**src/rtl/piso_serializer.sv**
```systemverilog
// piso_serializer: parallel-in serial-out stage feeding a SIPO shift register.
//
// A WIDTH-bit word is accepted through a valid/ready handshake and driven out
// on Sout one bit per Clock. The first bit appears in the cycle after the
// accept edge. Frames can run back-to-back with no idle gap.
//
// Optional feature macro: PISO_PARITY_EN
//   defined   : each frame carries one trailing even-parity bit (WIDTH+1 bits)
//   undefined : frame is exactly WIDTH bits, no parity logic
//
// Parameters:
//   WIDTH      word width in bits (2..32)
//   LSB_FIRST  0 = MSB shifted first, 1 = LSB shifted first
//   IDLE_LEVEL level driven on Sout when no frame is active
//
// Ports:
//   Clock       system clock, rising edge
//   Clear       asynchronous active-high reset
//   Pin         parallel word, sampled on the accept edge
//   Load_Valid  Pin holds a word to send
//   Load_Ready  combinational: block can accept a word this cycle
//   Sout        registered serial data
//   Sout_Valid  Sout carries a frame bit this cycle
//   Frame_Done  high while the last bit of a frame is on Sout
//   Frame_Count completed frames, wraps 255 -> 0
module piso_serializer #(
  parameter int unsigned WIDTH      = 4,
  parameter bit          LSB_FIRST  = 1'b0,
  parameter bit          IDLE_LEVEL = 1'b0
) (
  input  logic             Clock,
  input  logic             Clear,
  input  logic [WIDTH-1:0] Pin,
  input  logic             Load_Valid,
  output logic             Load_Ready,
  output logic             Sout,
  output logic             Sout_Valid,
  output logic             Frame_Done,
  output logic [7:0]       Frame_Count
);

`ifdef PISO_PARITY_EN
  localparam int unsigned FRAME_BITS = WIDTH + 1;
`else
  localparam int unsigned FRAME_BITS = WIDTH;
`endif
  localparam int unsigned CNT_W = (FRAME_BITS > 1) ? $clog2(FRAME_BITS) : 1;

  typedef enum logic {
    ST_IDLE  = 1'b0,
    ST_SHIFT = 1'b1
  } state_e;

  state_e                state_q, state_d;
  logic [FRAME_BITS-1:0] shreg_q, shreg_d;
  logic [CNT_W-1:0]      cnt_q, cnt_d;
  logic                  sout_q, sout_d;
  logic                  sout_valid_q, sout_valid_d;
  logic                  frame_done_q, frame_done_d;
  logic [7:0]            frame_count_q, frame_count_d;

  logic [FRAME_BITS-1:0] frame_w;
  logic                  last_bit;
  logic                  accept;

  // Frame image in shift order: head bit is shifted out first.
  always_comb begin
`ifdef PISO_PARITY_EN
    if (LSB_FIRST) begin
      frame_w = {^Pin, Pin};
    end else begin
      frame_w = {Pin, ^Pin};
    end
`else
    frame_w = Pin;
`endif
  end

  // Bit at the output end of the shift register.
  function automatic logic head_of(input logic [FRAME_BITS-1:0] v);
    return LSB_FIRST ? v[0] : v[FRAME_BITS-1];
  endfunction

  // Shift register after removing the head bit.
  function automatic logic [FRAME_BITS-1:0] drop_head(input logic [FRAME_BITS-1:0] v);
    return LSB_FIRST ? (v >> 1) : (v << 1);
  endfunction

  // cnt_q counts the frame bits still to follow the one currently on Sout.
  assign last_bit   = (state_q == ST_SHIFT) && (cnt_q == '0);
  assign Load_Ready = !Clear && ((state_q == ST_IDLE) || last_bit);
  assign accept     = Load_Valid && Load_Ready;

  // Next-state and output logic.
  always_comb begin
    state_d       = state_q;
    shreg_d       = shreg_q;
    cnt_d         = cnt_q;
    sout_d        = IDLE_LEVEL;
    sout_valid_d  = 1'b0;
    frame_done_d  = 1'b0;
    frame_count_d = frame_count_q;

    if (last_bit) begin
      frame_count_d = frame_count_q + 8'd1;
    end

    case (state_q)
      ST_IDLE: begin
        if (accept) begin
          state_d      = ST_SHIFT;
          sout_d       = head_of(frame_w);
          sout_valid_d = 1'b1;
          shreg_d      = drop_head(frame_w);
          cnt_d        = CNT_W'(FRAME_BITS - 1);
        end
      end
      ST_SHIFT: begin
        if (cnt_q != '0) begin
          sout_d       = head_of(shreg_q);
          sout_valid_d = 1'b1;
          frame_done_d = (cnt_q == CNT_W'(1));
          shreg_d      = drop_head(shreg_q);
          cnt_d        = cnt_q - CNT_W'(1);
        end else if (accept) begin
          // Reload on the last bit so the next frame follows with no gap.
          sout_d       = head_of(frame_w);
          sout_valid_d = 1'b1;
          shreg_d      = drop_head(frame_w);
          cnt_d        = CNT_W'(FRAME_BITS - 1);
        end else begin
          state_d = ST_IDLE;
          shreg_d = '0;
        end
      end
      default: begin
        state_d = ST_IDLE;
        shreg_d = '0;
        cnt_d   = '0;
      end
    endcase
  end

  // State and output registers.
  always_ff @(posedge Clock or posedge Clear) begin
    if (Clear) begin
      state_q       <= ST_IDLE;
      shreg_q       <= '0;
      cnt_q         <= '0;
      sout_q        <= IDLE_LEVEL;
      sout_valid_q  <= 1'b0;
      frame_done_q  <= 1'b0;
      frame_count_q <= '0;
    end else begin
      state_q       <= state_d;
      shreg_q       <= shreg_d;
      cnt_q         <= cnt_d;
      sout_q        <= sout_d;
      sout_valid_q  <= sout_valid_d;
      frame_done_q  <= frame_done_d;
      frame_count_q <= frame_count_d;
    end
  end

  assign Sout        = sout_q;
  assign Sout_Valid  = sout_valid_q;
  assign Frame_Done  = frame_done_q;
  assign Frame_Count = frame_count_q;

  // Frame_Done only ever marks a valid frame bit.
  a_done_is_valid: assert property (@(posedge Clock) disable iff (Clear)
    Frame_Done |-> Sout_Valid);

  // An idle block keeps the line quiet.
  a_idle_quiet: assert property (@(posedge Clock) disable iff (Clear)
    (state_q == ST_IDLE) |-> (!Sout_Valid && (Sout == IDLE_LEVEL)));

endmodule

```
**config.mk**
```make
export PLATFORM = sky130hd
export DESIGN_NAME = piso_serializer
export DESIGN_NICKNAME = d
export VERILOG_FILES = /design/src/rtl/piso_serializer.sv
export SDC_FILE = /design/constraint.sdc
export NUM_CORES = 1
export LEC_CHECK = 0
export ABC_AREA = 1
export BUFFER_PORTS_ARGS = -buffer_cell sky130_fd_sc_hd__buf_2
export CAP_MARGIN = 0
export CORE_UTILIZATION = 50
export CTS_CLUSTER_DIAMETER = 30
export DETAILED_ROUTE_END_ITERATION = 8
export HOLD_SLACK_MARGIN = 0.08
export PLACE_DENSITY_LB_ADDON = 0.08
export SLEW_MARGIN = 10
export SYNTH_ARGS = -nofsm -noshare
export SYNTH_HDL_FRONTEND = slang
export SYNTH_SLANG_ARGS = --single-unit
```
**constraint.sdc**
```tcl
create_clock -name Clock -period 1.83 [get_ports Clock]
set_input_delay 0.366 -clock Clock [delete_from_list [all_inputs] [get_ports Clock]]
set_output_delay 0.366 -clock Clock [all_outputs]
set_load 0.03 [all_outputs]
```
# [Yosys cells after proc, flatten, opt, wreduce, memory -nomap -nowiden]
# Cells that the tools add are included.
[totals] regBits=17 out_inout_bits=12
[classes] n_addsub=2 eq_ne=2 mux=15 bitwise_logic=1 reduce_logical=7
[op_table] operator="2-to-1 mux 4 bit" count=3
[op_table] operator="adder 8 x 1 -> 8 bit (second input constant)" count=1
[op_table] operator="one-hot mux 4 bit (2 select lines)" count=1
[op_table] operator="2-to-1 mux 1 bit" count=6
[op_table] operator="2-to-1 mux 2 bit" count=2
[op_table] operator="one-hot mux 1 bit (2 select lines)" count=2
[op_table] operator="one-hot mux 2 bit (2 select lines)" count=1
[op_table] operator="logical AND 1 bit" count=3
[op_table] operator="equality test 2 x 1 -> 1 bit (second input constant)" count=1
[op_table] operator="zero test 2 bit" count=1
[op_table] operator="inequality test 2 bit (second input constant)" count=1
[op_table] operator="nonzero test 2 bit" count=1
[op_table] operator="subtractor 2 x 1 -> 2 bit (second input constant)" count=1
[op_table] operator="zero test 1 bit" count=1
[op_table] operator="logical OR 1 bit" count=1
[op_table] operator="NOT 1 bit" count=1

# [Longest topological paths before layout]
# Gate-level depths: netlist of run 1.
[depth] depth_word=8 ltp_mapped=7

# [Worst setup path after synthesis of run 1]
# OpenSTA, ideal clock, no wires.
[synth_path] kind="register to output" from="reg, netlist name Sout_Valid" to="out Load_Ready" arrival_ps=972 t_required_ps=1464 slack_ps=492 path_stages_with_launch=4 path_buffers=0 cell_sequence="dfrtp_1 > o21ai_4 > inv_2 > nor2_4"
[synth_rtl] item="end: declaration" line_no="35" source="output logic Load_Ready,"

# [Final worst setup path of run 1]
[layout_path] from="in Clear" to="out Load_Ready"
[layout_via] elab_chain_len=2
[layout_lines] item="start: declaration" line_no="32" source="input logic Clear,"
[layout_lines] item="zero test 1 bit (no source line)"
[layout_lines] item="logical AND 1 bit" line_no="91" source="assign Load_Ready = !Clear && ((state_q == ST_IDLE) || last_bit);"
# No other way between the ends.

==> results.sh, run 1 <==
export IMPL_setup_viol_count_final=0
export IMPL_die_y_um=41.9
export IMPL_cts_sinks=16
export IMPL_hp_class="input port to flip-flop"
export IMPL_grt_pass1_vias=625
export IMPL_arrival_ns=1.36
export IMPL_grt_max_degree=10
export IMPL_ant_nets=0
export IMPL_area_delta_synth_final_pct=21.5
export IMPL_avgViaCountPerCell=4.94
export IMPL_hold_violations=0
export IMPL_peakVddDrop_mv=1.06
export IMPL_relSlewSlack_pct=81.1
export IMPL_critPathMaxFanout=4
export IMPL_post_route_period_util_pct=94.4
export IMPL_clock_latency_ns=0.27
export IMPL_synth_fp_nets=102
export IMPL_powerDensity_nw_per_um2=1470
export IMPL_outcome="complete, but fails checks"
export IMPL_drc=1
export IMPL_ys_types=21
export IMPL_first_pass_iters=6
export IMPL_vias=667
export IMPL_synth_xor_area_share_pct=4.40
export IMPL_start_util_pct=53.4
export IMPL_path_clk_slew_ns=0.08
export IMPL_cts_buffers=3
export IMPL_avgSynthCellArea_um2=8.47
export IMPL_antenna_found_initial=0
export IMPL_yosys_area_share_simple_pct=30.0
export IMPL_violations="DRC"
export IMPL_ys_warn_count=0
export IMPL_start_kind="input port"
export IMPL_cts_root_buf="clkbuf_4"
export IMPL_drv_cap=0
export IMPL_core_um2=1490
export IMPL_synth_mux_area_share_pct=0
export IMPL_syn_inst=94
export IMPL_critPathKind="input port to output port"
export IMPL_cp_required_ns=1.46
export IMPL_dieWidth_um=41.9
export IMPL_worst_slew_pin_slew_ns=0.284
export IMPL_ys_seq_area_share_pct=50.3
export IMPL_gp_congestion=0.769
export IMPL_avgRoutedWirePerCell_um=10.4
export IMPL_ys_ff_latch=16
export IMPL_grt_ovfl_total=0
export IMPL_drt_total_wl_mm=1.40
export IMPL_grt_pass1_wl_mm=2.60
export IMPL_top_layer_used="met4"
export IMPL_synth_adder_area_share_pct=1.57
export IMPL_drive_gt1_share_pct=27.7
export IMPL_wl_met2_um=760
export IMPL_io_pins=19
export IMPL_finalCriticalPeriod_ns=1.73
export IMPL_cp_end_kind="output port"
export IMPL_fin_cells=135
export IMPL_rows=14
export IMPL_wl_met1_um=591
export IMPL_drt_iter0_drc=9
export IMPL_wl_met3_um=41
export IMPL_syn_cell_area_um2=796
export IMPL_fin_nets=128
export IMPL_rsz0062_at_grt="no"
export IMPL_skew_ns=0.000997
export IMPL_synth_compound_area_share_pct=6.13
export IMPL_placedCellCount=130
export IMPL_drv_slew=0
export IMPL_die_area_um2=1760
export IMPL_antenna_cells=0
export IMPL_fmax_mhz=579
export IMPL_grt_usage_pct=19.5
export IMPL_cts_htree_levels=1
export IMPL_fin_ws_ns=0.103
export IMPL_p_leak_nw=0.557
export IMPL_cts_buffer_depth=2
export IMPL_portBuffers=18
export IMPL_cts_tree="built"
export IMPL_place_hpwl_mm=1.17
export IMPL_fin_setup_tns_ns=0
export IMPL_place_ws_ns=0.406
export IMPL_synth_top_family_by_area="simple AND/OR/NAND/NOR gates"
==> worst paths after layout <==
kind	slack [ns]	end	cells after the start	from
worst max-delay path	0.10	Load_Ready	4	Clear
worst min-delay path	0.32	shreg_q[1]	3	Pin[0]
worst max register to register	0.67	Frame_Count[3]	5	cnt_q[1]
worst min register to register	0.50	shreg_q[2]	2	shreg_q[1]
max in group asynchronous	0.90	shreg_q[2]	4	Clear
min in group asynchronous	0.57	Frame_Count[5]	3	Clear
==> synthesized netlist by cell type, drive strengths merged <==
| cell type | instances | area (um2) |
|---|---|---|
| o21ai | 2 | 21.3 |
| nand2 | 34 | 133 |
| inv | 16 | 60.1 |
| nand4 | 2 | 12.5 |
| ha | 1 | 12.5 |
| xnor2 | 2 | 17.5 |
| dfrtp | 16 | 400 |
| nor2 | 7 | 43.8 |
| o211ai | 1 | 7.51 |
| xor2 | 2 | 17.5 |
| a21oi | 1 | 5.00 |
| nand3b | 2 | 15.0 |
| nand3 | 6 | 35.0 |
| o22ai | 1 | 6.26 |
| o221ai | 1 | 8.76 |
==> where the power goes <==
group          switching [mW]  internal (mW)
Sequential              0.134          0.470
Clock                   0.100          0.121
Combinational           0.403          0.193
Total                   0.638          0.785
==> final cells by class <==
cell class | count | area (um2)
clock buffers | 4 | 36.3
fillers | 139 | 522
inverters | 16 | 60.1
multi-input cells | 62 | 335
flip-flops and latches | 16 | 400
well taps | 16 | 20.0
repair buffers | 21 | 115
==> metal layers <==
metal  up-vias  GRT usage (%)
li1        341              -
met1       313           24.6
met2        11           32.5
met3         2           2.61
met4         0           9.68
met5         -              0
==> stage by stage <==
step	power, mW	area, um2	hold slack (ns)	util [%]
2_1_floorplan	1.05	796	0.297	-
3_3_place_gp	1.20	921	0.318	61.8
3_5_place_dp	1.22	921	0.320	61.8
4_1_cts	1.45	967	0.304	65.0
5_1_grt	1.54	967	0.307	65.0
6_report	1.42	967	0.317	65.0
==> cell usage in the layout, fill, tap and decap left out <==
cell type / count
nor2_2: 1
nor2_4: 2
o21ai_0: 1
a21oi_1: 1
xnor2_1: 2
ha_1: 1
nand3_2: 1
inv_1: 14
nand4_1: 2
clkbuf_8: 1
o221ai_1: 1
inv_2: 2
nand2_1: 32
nand3_1: 5
dfrtp_1: 16
nor2_1: 4
clkbuf_4: 3
o22ai_1: 1
o21ai_4: 1
o211ai_1: 1
nand2_2: 2
dlygate4sd3_1: 1
buf_4: 2
xor2_1: 2
nand3b_1: 2
buf_2: 18
==> state kept, by name (all words and copies together), names as in the netlist <==
register     cells
Sout             1
Sout_Valid       1
shreg_q          3
cnt_q            2
Frame_Done       1
Frame_Count      8
==> cell families after synthesis <==
family / after synthesis
and+or+nand+nor: 51
buffers and inverters: 16
DFF: 16
AOI/OAI and AO/OA: 6
xor gates and xnor gates: 4
adders and majority gates: 1
==> worst max-delay path, cell delays in order <==
cell and delay, ns:
dlygate4sd3_1 0.53, buf_2 0.15, nor2_4 0.12, buf_2 0.20
==> what timing repair did <==
action	in CTS	in global routing
gates resized for setup	0	0
setup buffers	0	0
hold buffers	1	0
hold endpoints to repair	3	0
(Power assumes the default switching activity.)
==> run 2, diff against run 1 <==
- ABC_AREA: 1 -> not set
- CTS_BUF_LIST: not set -> sky130_fd_sc_hd__clkbuf_16
==> run 2 against run 1 <==
  * The run now ends clean
  * Power increased by 18%
  * Non-clock buffer count decreased by 3
  * Worst setup slack improved by 0.087 ns
  * Clock skew increased by 0.00096 ns
  * Register-to-register slack worse by 0.17 ns
  * Sequential power grew 8.8%
  * Sequential cell count is the same
  * Critical path depth is 1 lower
  * Design area down 8.5%
  * Synthesized cell count decreased by 33%
  * Count of clock-buffer cells in the layout down 1
==> results.sh, run 2 <==
export IMPL_rsz0062_at_grt="no"
export IMPL_hp_class="input port to asynchronous set/reset pin"
export IMPL_gp_congestion=0.789
export IMPL_avgViaCountPerCell=5.24
export IMPL_intPower_mw=1.01
export IMPL_post_route_period_util_pct=89.6
export IMPL_cpMaxStageDelayCell="dfrtp_1"
export IMPL_synth_fp_nets=71
export IMPL_ys_flop_type="dfrtp_1"
export IMPL_hold_violations=0
export IMPL_arrival_ns=1.27
export IMPL_comb_power_share_pct=35.3
export IMPL_syn_cell_area_um2=716
export IMPL_cts_hold_buf=0
export IMPL_cp_required_ns=1.46
export IMPL_die_area_um2=1590
export IMPL_path_buf_inv=1
export IMPL_grt_pass1_vias=457
export IMPL_skew_ns=0.00196
export IMPL_cts_buffer_depth=2
export IMPL_ys_ff_latch=16
export IMPL_first_pass_iters=4
export IMPL_antenna_cells=0
export IMPL_drc=0
export IMPL_post_cts_setup_buffers=0
export IMPL_cts_htree_levels=1
export IMPL_critPathKind="flip-flop to output port"
export IMPL_die_y_um=39.8
export IMPL_power_switching_uw=671
export IMPL_grt_usage_pct=20.2
export IMPL_post_cts_resized=0
export IMPL_drv_cap=0
export IMPL_ff_latch_area_um2=400
export IMPL_yosys_cell_count_top_type="dfrtp_1"
export IMPL_portBuffers=18
export IMPL_powerDensity_nw_per_um2=1900
export IMPL_ys_types=25
export IMPL_ant_nets=0
export IMPL_rows=13
export IMPL_grt_pass1_wl_mm=1.98
export IMPL_core_um2=1320
export IMPL_critPathMaxFanout=8
export IMPL_async_flop_share_pct=100
export IMPL_clock_latency_ns=0.25
export IMPL_power_share_sequential_pct=39.2
export IMPL_synth_top_area_share_pct=55.9
export IMPL_swShare_pct=39.9
export IMPL_worst_slew_pin_slew_ns=0.590
export IMPL_grt_ovfl_total=0
export IMPL_synth_edf_count=0
export IMPL_cp_cell_sequence="o21a_1 > nor2_1 > buf_2"
export IMPL_ys_warn_count=0
export IMPL_cts_buffers=3
export IMPL_start_util_pct=54.3
export IMPL_finalCriticalPeriod_ns=1.64
export IMPL_drv_slew=0
export IMPL_drive_gt1_share_pct=29.6
export IMPL_cts_tree="built"
export IMPL_synth_area_leader_cell="dfrtp_1"
export IMPL_place_area_um2=806
export IMPL_cp_top_family="flip-flops"
export IMPL_cp_end_kind="output port"
export IMPL_largest_register_ffs=8
export IMPL_area_delta_synth_final_pct=23.6
export IMPL_cts_sinks=16
export IMPL_vias=503
export IMPL_start_kind="flip-flop"
export IMPL_io_pins=19
export IMPL_p_leak_nw=0.441
export IMPL_most_common_layout_cells="18 x buf_2, 16 x dfrtp_1, 6 x xnor2_1"
export IMPL_cts_root_buf="clkbuf_16"
export IMPL_max_stage_delay_ns=0.47
export IMPL_peakVddDrop_mv=1.13
export IMPL_ys_seq_area_share_pct=55.9
export IMPL_synth_common_cells="16 x dfrtp_1, 6 x xnor2_1, 4 x nand2_1"
export IMPL_layout_commonest_cell="buf_2"
export IMPL_avgRoutedWirePerCell_um=13.2
export IMPL_fin_nets=90
export IMPL_drt_iter0_drc=7
export IMPL_final_area_um2=885
export IMPL_avgSynthCellArea_um2=11.4
export IMPL_grt_max_degree=17
export IMPL_dieWidth_um=39.8
export IMPL_multi_input_area_um2=293
export IMPL_ys_top_cells_by_area="dfrtp_1 56%, xnor2_1 7.3%, a221o_1 2.8%"
export IMPL_fillers=99
export IMPL_antenna_found_initial=0
export IMPL_p_clk_share_pct=25.5
export IMPL_drt_total_wl_mm=1.27
export IMPL_syn_inst=63
export IMPL_fmax_mhz=610
export IMPL_path_clk_slew_ns=0.05
export IMPL_setup_viol_count_final=0
export IMPL_place_hpwl_um=850
export IMPL_outcome="completed"
export IMPL_relSlewSlack_pct=60.6
export IMPL_fin_setup_tns_ns=0
## run 2: cell types whose count changed after synthesis, moves of 3 or more
cell     before  now
inv_1        14    1
xnor2_1       2    6
buf_2         0    3
nand2_1      32    4
and3_1        0    3
## run 2: worst reg2reg max path: stages (launching register included)
cell and delay (ns):
dfrtp_1 0.52, o21ai_1 0.22, and3_1 0.23, a221o_1 0.25
## run 2: metrics by stage
stage | std cells | power (mW) | setup slack (ns) | hold slack, ns | util, %
6_report | 96 | 1.68 | 0.190 | 0.197 | 67.1
2_1_floorplan | 63 | 1.11 | 0.245 | 0.280 | -
3_3_place_gp | 92 | 1.25 | 0.416 | 0.455 | 61.2
4_1_cts | 96 | 1.68 | 0.195 | 0.223 | 67.1
5_1_grt | 96 | 1.78 | 0.152 | 0.277 | 67.1
3_5_place_dp | 92 | 1.25 | 0.364 | 0.462 | 61.2
## run 2: logic make-up (layout without fill, tap and decap cells)
logic type	Yosys count	in the layout	synth area share, %
AOI/OAI and AO/OA	8	8	7.69
xor gates and xnor gates	8	8	9.79
adders and majority gates	1	1	1.75
buffers and inverters	5	23	3.15
DFF	16	16	55.9
muxes	1	1	1.57
and+or+nand+nor	24	24	20.1
## run 2: path summary, 6_finish.rpt
check	cells past startpoint	endpoint	slack (ns)	from
min in group Clock	3	Sout	0.35	Pin[3]
hold / removal	2	cnt_q[0]	0.20	Clear
max in group asynchronous	2	Sout_Valid	1.25	Clear
setup reg to reg	3	shreg_q[2]	0.50	Sout_Valid
hold reg to reg	1	Frame_Count[7]	0.46	Frame_Count[7]
setup / recovery	3	Load_Ready	0.19	cnt_q[1]
## run 2: layer usage
metal	track usage, %	vias up	routed length [um]
li1	-	254	-
met1	27.2	238	663
met2	28.3	9	552
met3	5.11	2	38
met4	12.9	0	14
met5	0	-	0
## run 2: area by class of cell
cell class | count | area share [%]
multi-input cells | 42 | 33.1
flip-flops and latches | 16 | 45.3
clock inverters | 1 | 0.424
clock buffers | 3 | 8.49
repair buffers | 18 | 10.2
well taps | 15 | 2.12
inverters | 1 | 0.424
## run 2: power groups by stage
stage	logic [mW]	registers [mW]	clock network, mW
finish	0.594	0.658	0.428
global route	0.646	0.682	0.452
CTS	0.598	0.654	0.431
detailed placement	0.596	0.655	0
global placement	0.591	0.654	0
floorplan	0.365	0.742	0
==> run 3, diff against run 2 <==
- clock period: 1.83 -> 2 ns (I/O delays scaled with it)
==> run 3 against run 2 <==
  * Register-to-register slack better by 0.17 ns
  * Routed wire length is 0.32% higher
  * Sequential power is 8.5% lower
  * Cell count is 1.0% lower
  * Combinational power is 7.6% lower
  * Utilization is 0.28 points lower
  * First-iteration DRC count is 140% higher
  * Die area stayed put
  * Clock skew is 0.00088 ns lower
==> results.sh, run 3 (synthesis gave the netlist of run 2 again) <==
export IMPL_multi_input_area_um2=293
export IMPL_drv_cap=0
export IMPL_most_common_layout_cells="18 x buf_2, 16 x dfrtp_1, 6 x xnor2_1"
export IMPL_critPathLaunch="cnt_q[1]"
export IMPL_drt_iter0_drc=17
export IMPL_io_pins=19
export IMPL_portBuffers=18
export IMPL_start_kind="flip-flop"
export IMPL_hold_slack_ns=0.239
export IMPL_max_stage_delay_ns=0.47
export IMPL_powerDensity_nw_per_um2=1730
export IMPL_fmax_mhz=604
export IMPL_ff_latch_area_um2=400
export IMPL_r2r_cells=2
export IMPL_avgViaCountPerCell=5.34
export IMPL_cpMaxStageDelayCell="dfrtp_1"
export IMPL_cts_sinks=16
export IMPL_antenna_found_initial=0
export IMPL_core_um2=1320
export IMPL_finalCriticalPeriod_ns=1.66
export IMPL_avgRoutedWirePerCell_um=13.4
export IMPL_place_hpwl_um=899
export IMPL_cp_cell_sequence="o21a_1 > nor2_1 > buf_2"
export IMPL_r2r_end="Frame_Count[1]"
export IMPL_p_leak_nw=0.440
export IMPL_hold_violations=0
export IMPL_cts_tree="built"
export IMPL_grt_max_degree=17
export IMPL_hp_class="input port to asynchronous set/reset pin"
export IMPL_drv_slew=0
export IMPL_reg2reg_slack_ns=0.67
export IMPL_ant_nets=0
export IMPL_antenna_cells=0
export IMPL_relSlewSlack_pct=60.9
export IMPL_drc=0
export IMPL_rsz0062_at_grt="no"
export IMPL_start_util_pct=54.3
export IMPL_outcome="completed"
export IMPL_clock_latency_ns=0.24
export IMPL_gp_congestion=0.788
export IMPL_grt_ovfl_total=0
export IMPL_die_area_um2=1590
export IMPL_area_delta_synth_final_pct=23.1
export IMPL_cts_root_buf="clkbuf_16"
export IMPL_drt_total_wl_mm=1.27
export IMPL_first_pass_iters=4
export IMPL_fin_nets=90
export IMPL_path_clk_slew_ns=0.05
export IMPL_post_cts_resized=0
export IMPL_critPathMaxFanout=8
export IMPL_grt_pass1_wl_mm=2.14
export IMPL_dieWidth_um=39.8
export IMPL_layout_commonest_cell="buf_2"
export IMPL_cts_htree_levels=1
export IMPL_worst_slew_pin_slew_ns=0.586
export IMPL_post_cts_setup_buffers=0
export IMPL_post_route_period_util_pct=82.8
export IMPL_skew_ns=0.00108
export IMPL_setup_viol_count_final=0
export IMPL_cp_end_kind="output port"
export IMPL_cts_buffers=3
export IMPL_cp_required_ns=1.60
export IMPL_cts_hold_buf=0
export IMPL_peakVddDrop_mv=1.04
export IMPL_grt_pass1_vias=483
export IMPL_fin_setup_tns_ns=0
export IMPL_rows=13
export IMPL_drive_gt1_share_pct=30.0
export IMPL_arrival_ns=1.26
export IMPL_vias=507
export IMPL_crit_path_end="Load_Ready"
export IMPL_regToRegStartpoint="Sout_Valid"
export IMPL_critPathKind="flip-flop to output port"
export IMPL_grt_usage_pct=21.2
export IMPL_die_y_um=39.8
export IMPL_largest_register_ffs=8
export IMPL_cts_buffer_depth=2
export IMPL_fillers=106
run 3: worst min path at each step:
stage	end	slack, ns	cells after the start
2_1_floorplan	Frame_Count[0]	0.31	1
4_1_cts	Frame_Done	0.26	2
3_5_place_dp	Frame_Count[7]	0.46	1
5_1_grt	Frame_Done	0.31	2
6_report	Sout	0.24	2
3_3_place_gp	Frame_Count[7]	0.46	1
run 3: routing by layer:
metal  track usage [%]  vias to the layer above  share of wire (%)
met5                 0                        -                  0
met4              12.9                        0                1.1
met3              5.11                        2                2.6
met2              31.6                        9                 47
met1              27.1                      243                 49
li1                  -                      253                  -
run 3: area by class of cell:
cell class	instances	share of cell area, %
clock buffer	3	8.52
timing repair buffer	18	10.2
tap	15	2.13
inverter	1	0.426
multi-input combinational	42	33.2
sequential	16	45.5
run 3: report_power, final:
part / internal [mW] / total (mW) / leakage (nW) / switching, mW
combinational: 0.213 / 0.549 / 0.198 / 0.336
clock: 0.261 / 0.371 / 0.0370 / 0.110
sequential: 0.447 / 0.602 / 0.205 / 0.154
run 3: metrics by stage:
stage,power (mW),utilization (%),instances,setup slack (ns),area [um2]
floorplan,1.01,-,63,0.381,716
global placement,1.14,61.2,92,0.555,806
detailed placement,1.15,61.2,92,0.509,806
CTS,1.54,66.9,95,0.340,881
global route,1.63,66.9,95,0.283,881
finish,1.52,66.9,95,0.343,881
run 3: critical path, delay by kind of cell, from the launching register on:
kind | cells | cell delay [ns]
AND/OR/NAND/NOR | 1 | 0.09
AO/OA/AOI/OAI | 1 | 0.26
buffers and inverters | 1 | 0.20
flip-flops | 1 | 0.47
